`config.mk`:
```
export PLATFORM = sky130hd
export DESIGN_NAME = otrip_sequencer_flat
export DESIGN_NICKNAME = d
export VERILOG_FILES = /design/src/rtl/otrip_if.sv /design/src/rtl/otrip_sequencer.sv /design/src/flat_wrapper.sv
export SDC_FILE = /design/constraint.sdc
export NUM_CORES = 1
export LEC_CHECK = 0
export BUFFER_PORTS_ARGS = -buffer_cell sky130_fd_sc_hd__buf_2
export CAP_MARGIN = 5
export CORE_MARGIN = 1.5
export CORE_UTILIZATION = 55
export DETAILED_ROUTE_END_ITERATION = 8
export PLACE_DENSITY = 0.85
export SLEW_MARGIN = 10
export SYNTH_ARGS = -nofsm -noshare
export SYNTH_HDL_FRONTEND = slang
export SYNTH_SLANG_ARGS = --single-unit
```
`constraint.sdc`:
```
create_clock -name clk -period 2.1 [get_ports clk]
set_input_delay 0.315 -clock clk [delete_from_list [all_inputs] [get_ports clk]]
set_output_delay 0.315 -clock clk [all_outputs]
set_load 0.01 [all_outputs]
```
`src/rtl/otrip_if.sv`:
```
// Register-side bundle of the overvoltage trip-select sequencer: requested code and
// enable in, one-hot tap select and status out.
interface otrip_if;
    logic        ena;
    logic [3:0]  otrip;
    logic [15:0] otrip_decoded;
    logic        settled;
    logic        busy;

    modport master (
        output ena, otrip,
        input  otrip_decoded, settled, busy
    );

    modport slave (
        input  ena, otrip,
        output otrip_decoded, settled, busy
    );
endinterface

```
`src/rtl/otrip_sequencer.sv`:
```
// Break-before-make sequencer for the resistor-string tap mux with a settle timer.
// Optional OTRIP_SYNC_EN adds 2-flop synchronizers on ena/otrip (+2 cycles latency).
module otrip_sequencer #(
    parameter int SETTLE_CYCLES = 64,
    parameter int BREAK_CYCLES  = 2
) (
    input logic   clk,
    input logic   rst,
    otrip_if.slave bus
);

    localparam int CNT_MAX = (SETTLE_CYCLES > BREAK_CYCLES) ? SETTLE_CYCLES - 1 : BREAK_CYCLES - 1;
    localparam int CW      = (CNT_MAX > 0) ? $clog2(CNT_MAX + 1) : 1;
    localparam logic [CW-1:0] SETTLE_LOAD = CW'(SETTLE_CYCLES - 1);
    localparam logic [CW-1:0] BREAK_LOAD  = CW'(BREAK_CYCLES - 1);

    typedef enum logic [1:0] {OFF, BREAK, SETTLE, STABLE} state_t;

    state_t        state;
    logic [3:0]    code;
    logic [CW-1:0] cnt;
    logic [15:0]   decoded;
    logic          settled_q;
    logic          busy_q;
    logic          ena_s;
    logic [3:0]    otrip_s;

`ifdef OTRIP_SYNC_EN
    logic       ena_m;
    logic [3:0] otrip_m;

    always_ff @(posedge clk) begin
        if (rst) begin
            ena_m   <= 1'b0;
            ena_s   <= 1'b0;
            otrip_m <= 4'd0;
            otrip_s <= 4'd0;
        end else begin
            ena_m   <= bus.ena;
            ena_s   <= ena_m;
            otrip_m <= bus.otrip;
            otrip_s <= otrip_m;
        end
    end
`else
    assign ena_s   = bus.ena;
    assign otrip_s = bus.otrip;
`endif

    function automatic logic [15:0] one_hot(input logic [3:0] c);
        return 16'h0001 << c;
    endfunction

    // NOTE: sequential state uses non-blocking assignments so every flop samples pre-edge values.
    always_ff @(posedge clk) begin
        if (rst) begin
            state     <= OFF;
            code      <= 4'd0;
            cnt       <= '0;
            decoded   <= 16'h0000;
            settled_q <= 1'b0;
            busy_q    <= 1'b0;
        end else if (!ena_s) begin
            state     <= OFF;
            cnt       <= '0;
            decoded   <= 16'h0000;
            settled_q <= 1'b0;
            busy_q    <= 1'b0;
        end else begin
            case (state)
                OFF: begin
                    code      <= otrip_s;
                    decoded   <= one_hot(otrip_s);
                    cnt       <= SETTLE_LOAD;
                    settled_q <= 1'b0;
                    busy_q    <= 1'b1;
                    state     <= SETTLE;
                end
                SETTLE: begin
                    // A code change wins over a settle that would complete on the same edge.
                    if (otrip_s != code) begin
                        decoded <= 16'h0000;
                        cnt     <= BREAK_LOAD;
                        state   <= BREAK;
                    end else if (cnt == '0) begin
                        settled_q <= 1'b1;
                        busy_q    <= 1'b0;
                        state     <= STABLE;
                    end else begin
                        cnt <= cnt - 1'b1;
                    end
                end
                STABLE: begin
                    if (otrip_s != code) begin
                        decoded   <= 16'h0000;
                        settled_q <= 1'b0;
                        busy_q    <= 1'b1;
                        cnt       <= BREAK_LOAD;
                        state     <= BREAK;
                    end
                end
                BREAK: begin
                    // Only the code present at expiry matters; intermediate values are dropped.
                    if (cnt == '0) begin
                        code    <= otrip_s;
                        decoded <= one_hot(otrip_s);
                        cnt     <= SETTLE_LOAD;
                        state   <= SETTLE;
                    end else begin
                        cnt <= cnt - 1'b1;
                    end
                end
                default: begin
                    decoded   <= 16'h0000;
                    settled_q <= 1'b0;
                    busy_q    <= 1'b0;
                    state     <= OFF;
                end
            endcase
        end
    end

    assign bus.otrip_decoded = decoded;
    assign bus.settled       = settled_q;
    assign bus.busy          = busy_q;

endmodule

```
`src/flat_wrapper.sv`:
```
// flat-port wrapper written by rule: the top's interface ports become plain ports
module otrip_sequencer_flat 
#(
    parameter int SETTLE_CYCLES = 64,
    parameter int BREAK_CYCLES  = 2
)
  (clk, rst, bus_ena, bus_otrip, bus_otrip_decoded, bus_settled, bus_busy);
  otrip_if bus_i ();
  input logic clk;
  input logic rst;
  input wire logic [$bits(bus_i.ena)-1:0] bus_ena;
  input wire logic [$bits(bus_i.otrip)-1:0] bus_otrip;
  output wire logic [$bits(bus_i.otrip_decoded)-1:0] bus_otrip_decoded;
  output wire logic [$bits(bus_i.settled)-1:0] bus_settled;
  output wire logic [$bits(bus_i.busy)-1:0] bus_busy;
  assign bus_i.ena = bus_ena;
  assign bus_i.otrip = bus_otrip;
  assign bus_otrip_decoded = bus_i.otrip_decoded;
  assign bus_settled = bus_i.settled;
  assign bus_busy = bus_i.busy;
  otrip_sequencer #(.SETTLE_CYCLES(SETTLE_CYCLES), .BREAK_CYCLES(BREAK_CYCLES)) u_core (.clk(clk), .rst(rst), .bus(bus_i));
endmodule
```
After elaboration in Yosys (flattened, before gate mapping)
Index checks and enable logic that the tools add are counted.

Add/subtract/negate cells: 1. Equal/unequal tests: 11. Shifts and indexed selects: 1. Multiplexer cells: 23. Bitwise logic cells: 1. Reduce and logical (&&, ||, !) cells: 11.

Operators by type and width (number): $pmux 16 s3 (1); $mux 16 (2); $mux 6 (4); $pmux 6 s4 (1); $shl 1x4->16 const A (1); $mux 2 (4); $ne 2x1->1 const B (4); $pmux 2 s4 (1); $pmux 4 s2 (1); $logic_not 6->1 (1); $mux 1 (6); $pmux 1 s3 (2); $reduce_and 3->1 (2); $sub 6x1->6 const B (1); $eq 2x2->1 const B (2); $mux 4 (1); $ne 4x4->1 (1); $reduce_and 2->1 (2); $reduce_and 4->1 (1); $reduce_or 2->1 (2); $ne 3x1->1 const B (1); $ne 3x2->1 const B (1); $reduce_bool 3->1 (1); $eq 2x1->1 const B (1); 4 further kinds (4).

Flip-flop bits (word level): 30. Output and inout bits: 18.

Longest topological paths before layout
Depth in word-level cells: 4. Depth in mapped cells: 8.

Least setup slack after synthesis
Ideal clock, no wire load.

Path kind: register to register. Start: register u_core.cnt[0]. End: register u_core.decoded[12] (netlist: u_core.bus.otrip_decoded[12]). Setup time: 0.058 ns. Arrival time: 1.678 ns. Setup slack: 0.364 ns. Stages on the path, launching flop included: 9. Buffers on the path: 2. Clock period less this slack: 1.736 ns. Cell sequence: dfxtp_1 > inv_1 > ha_1 > or3b_1 > buf_6 > o21a_4 > buf_6 > nor4b_4 > a31o_2.

Word-level cells in the longest chain between the ends: 3.

RTL lines: start, declared (RTL line otrip_sequencer.sv:21) `logic [CW-1:0] cnt;`; start signal, assigned (RTL line otrip_sequencer.sv:90) `cnt <= cnt - 1'b1;`; start signal, assigned (RTL line otrip_sequencer.sv:110) `cnt <= cnt - 1'b1;`; $logic_not 6->1 (RTL line otrip_sequencer.sv:104) `if (cnt == '0) begin`; $ne 2x1->1 (no source line); $reduce_and 2->1 (no source line); end signal, assigned (RTL line otrip_sequencer.sv:73) `decoded <= one_hot(otrip_s);`; end signal, assigned (RTL line otrip_sequencer.sv:106) `decoded <= one_hot(otrip_s);`; end, declared (RTL line otrip_sequencer.sv:22) `logic [15:0] decoded;`.

No other way between the ends. A chain may end at the register's enable or synchronous reset.

Final worst setup path
Start: register u_core.cnt[0]. End: register u_core.decoded[4] (netlist: u_core.bus.otrip_decoded[4]).

Same word-level chain as after synthesis.

==> impl_metrics.toml <==
[pwr]
p_leak_nw = 0.689
power_density_nw_per_um2 = 617
ir_drop_mv = 0.679
total_power_mw = 1.12

[cts]
cts_buffers = 5
clk_latency_ns = 0.33
cts_tree = "yes"
cts_sinks = 30
clock-root-buffer = "clkbuf_4"
cts_max_level = 2
cts_resized = 0
clk_path_buf_depth = 2
cts_setup_buffers = 0
cts.clk_slew.worst_paths_ns = 0.09
cts_hold_buf = 0

[routing]
first_iter_violations = 61
vias = 1515
avgRoutedWirePerCell_um = 15.5
drc = 0
final_antenna_net_count = 0
post_drt_via_cell_ratio = 6.18
dr.pass1.iters = 4
routed_wl_mm = 3.79

[critical_path]
path_class = "flop to flop"
cp.arrival_ns = 2.16
slowest_stage = "or3b_1"
crit_path_end_kind = "flop"
reg2reg_slack_ns = 0.16
rr_worst_depth = 7
rr_startpoint = "u_core.cnt[0]$_SDFFE_PP0P_"
crit_chain = "inv_1, ha_1, or3b_1, nor2_4, o22ai_4, buf_4, a31o_2"
path_max_fanout = 7
cp.required_ns = 2.32
reg2reg_to = "u_core.bus.otrip_decoded[4]$_SDFFE_PP0P_"
slowest_delay_ns = 0.49
startpoint_type = "flop"

[placement]
dp_hpwl_mm = 2.69
port_buffers = 24
place_area_um2 = 1740
place_inst = 234
gp_congestion = 0.876

[sta]
post-route-min-period_ns = 1.94
rsz0062_at_grt = "false"
hold_violations = 0
worst_pin_slew_ns = 0.429
setup_viol = 0
setup_tns_ns = 0
slew_headroom = 0.712
finalCritPeriodShare = 0.926
max_freq_ghz = 0.514
worst_clock_skew_ns = 0.00697
slew_violations = 0

[job]
maxCapViolCount = 0

[outcome]
outcome = "complete, no violations"

[grt]
antenna_found_initial = 0
gr-total-overflow = 0
track_usage = 0.244
grt_pass1_wl_mm = 6.13
grt_start_max_net_pins = 24
grt_pass1_vias = 1369

[logic_synthesis]
synth_area_leaders = "dfxtp_1, mux2i_1, nand2_1"
synth_nets = 197
yosys_warnings = 0
synth_top_area_share = 0.368
synth.avg_cell_area_um2 = 8.69
ys_seq_area_frac = 0.368
async_flop_share = 0
netlist_area_um2 = 1630
synth_cell_types = 45
synth_area_leader_cell = "dfxtp_1"
synth_flop_cell = "dfxtp_1"
synth_enable_flop_cells = 0
ys_seq_elements = 30
synth_cells = 188

[worst_hold_path]
hp-class = "primary input to flop"
min_path_cells = 2
whs_endpoint = "u_core.code[1]$_SDFFE_PP0P_"
min_from = "rst"

[layout]
fillCellCount = 244
fin_cells = 245
n_antenna_cell = 0
final_nets = 223
syn2layout_area_growth_pct = 11.3
design_area_um2 = 1820
drive_gt1_frac = 0.229

[floorplan]
die_area_um2 = 3310
core_area_um2 = 2780
fp-row-count = 19
die_w_um = 57.5
initial_utilization = 0.587
boundaryPins = 25
die_h_um = 57.5
[stage by stage]
| step | util | setup WS, ns | hold WS (ns) |
|---|---|---|---|
| finish | 0.654 | 0.156 | 0.203 |
| global route | 0.654 | 0.0523 | 0.209 |
| CTS | 0.643 | 0.0741 | 0.199 |
| detailed placement | 0.627 | 0.106 | 0.458 |
| global placement | 0.627 | 0.205 | 0.443 |
| floorplan | - | 0.364 | 0.384 |
[where the power goes]
part	switching, mW	total [mW]	internal (mW)
Clock	0.182	0.308	0.126
Sequential	0.0192	0.608	0.588
Combinational	0.125	0.207	0.0820
[cell type report]
| cell class | instances | area [um^2] | share of cell area |
|---|---|---|---|
| timing repair buffer | 35 | 203 | 0.111 |
| tap | 31 | 38.8 | 0.0213 |
| clock buffer | 7 | 45.0 | 0.0248 |
| inverter | 4 | 15.0 | 0.00825 |
| multi-input combinational | 138 | 917 | 0.504 |
| sequential | 30 | 601 | 0.330 |
[routing by layer]
layer  global-route usage  routed length, um
met3               0.0567                215
met4                0.126                 93
met1                0.301               1590
met5                    0                  0
met2                0.394               1890
[flip-flops by register name, summed over array words and instances, names as in the netlist]
name / count
u_core.bus.otrip_decoded: 16
u_core.cnt: 6
u_core.code: 4
u_core.state: 2
u_core.bus.busy: 1
u_core.bus.settled: 1
[worst max-delay path: cells and delay by family, from the launching register on]
family          cells  cell delay [ns]
compound gates      2             0.35
fa+ha+maj           1             0.15
buf+inv             2             0.27
flops               1             0.35
simple gates        2             0.71
[cells by family after synthesis]
logic type | synth area share
adders and majority gates | 0.0153
buffers and inverters | 0.0712
DFF | 0.368
muxes | 0.0735
xor gates and xnor gates | 0.0268
and+or+nand+nor | 0.255
AOI/OAI and AO/OA | 0.191
[cells in the final DEF (no fill, tap or decap), types with 3 or more instances in the layout]
cell,netlist,final
a31o_2,4,4
nor2b_1,4,4
dfxtp_1,30,30
nand3_1,11,11
buf_4,3,11
a21oi_1,8,8
a211oi_1,3,3
nor4_1,6,6
nand4_1,5,5
nand2_1,23,23
mux2i_1,12,12
inv_1,4,4
nor2_1,7,7
buf_2,5,24
nor3_1,6,6
o21ai_0,12,12
xnor2_1,5,5
clkbuf_4,0,5
[worst max path at each step]
stage | from | endpoint | slack (ns) | depth (start not counted)
floorplan | u_core.cnt[0]$_SDFFE_PP0P_ | u_core.bus.otrip_decoded[12]$_SDFFE_PP0P_ | 0.36 | 8
global placement | u_core.cnt[0]$_SDFFE_PP0P_ | u_core.bus.otrip_decoded[4]$_SDFFE_PP0P_ | 0.21 | 6
detailed placement | u_core.cnt[0]$_SDFFE_PP0P_ | u_core.bus.otrip_decoded[6]$_SDFFE_PP0P_ | 0.11 | 6
CTS | u_core.cnt[0]$_SDFFE_PP0P_ | u_core.bus.otrip_decoded[6]$_SDFFE_PP0P_ | 0.07 | 6
global route | u_core.cnt[0]$_SDFFE_PP0P_ | u_core.bus.otrip_decoded[4]$_SDFFE_PP0P_ | 0.05 | 7
finish | u_core.cnt[0]$_SDFFE_PP0P_ | u_core.bus.otrip_decoded[4]$_SDFFE_PP0P_ | 0.16 | 7
[synth_stat cells (5+ instances only)]
| cell | instances |
|---|---|
| nand3_1 | 11 |
| nor4_1 | 6 |
| nor2_1 | 7 |
| a21oi_1 | 8 |
| buf_2 | 5 |
| o21ai_0 | 12 |
| xnor2_1 | 5 |
| nand2_1 | 23 |
| nor3_1 | 6 |
| nand4_1 | 5 |
| dfxtp_1 | 30 |
| mux2i_1 | 12 |
No activity file was read; power rests on OpenSTA's default activity.
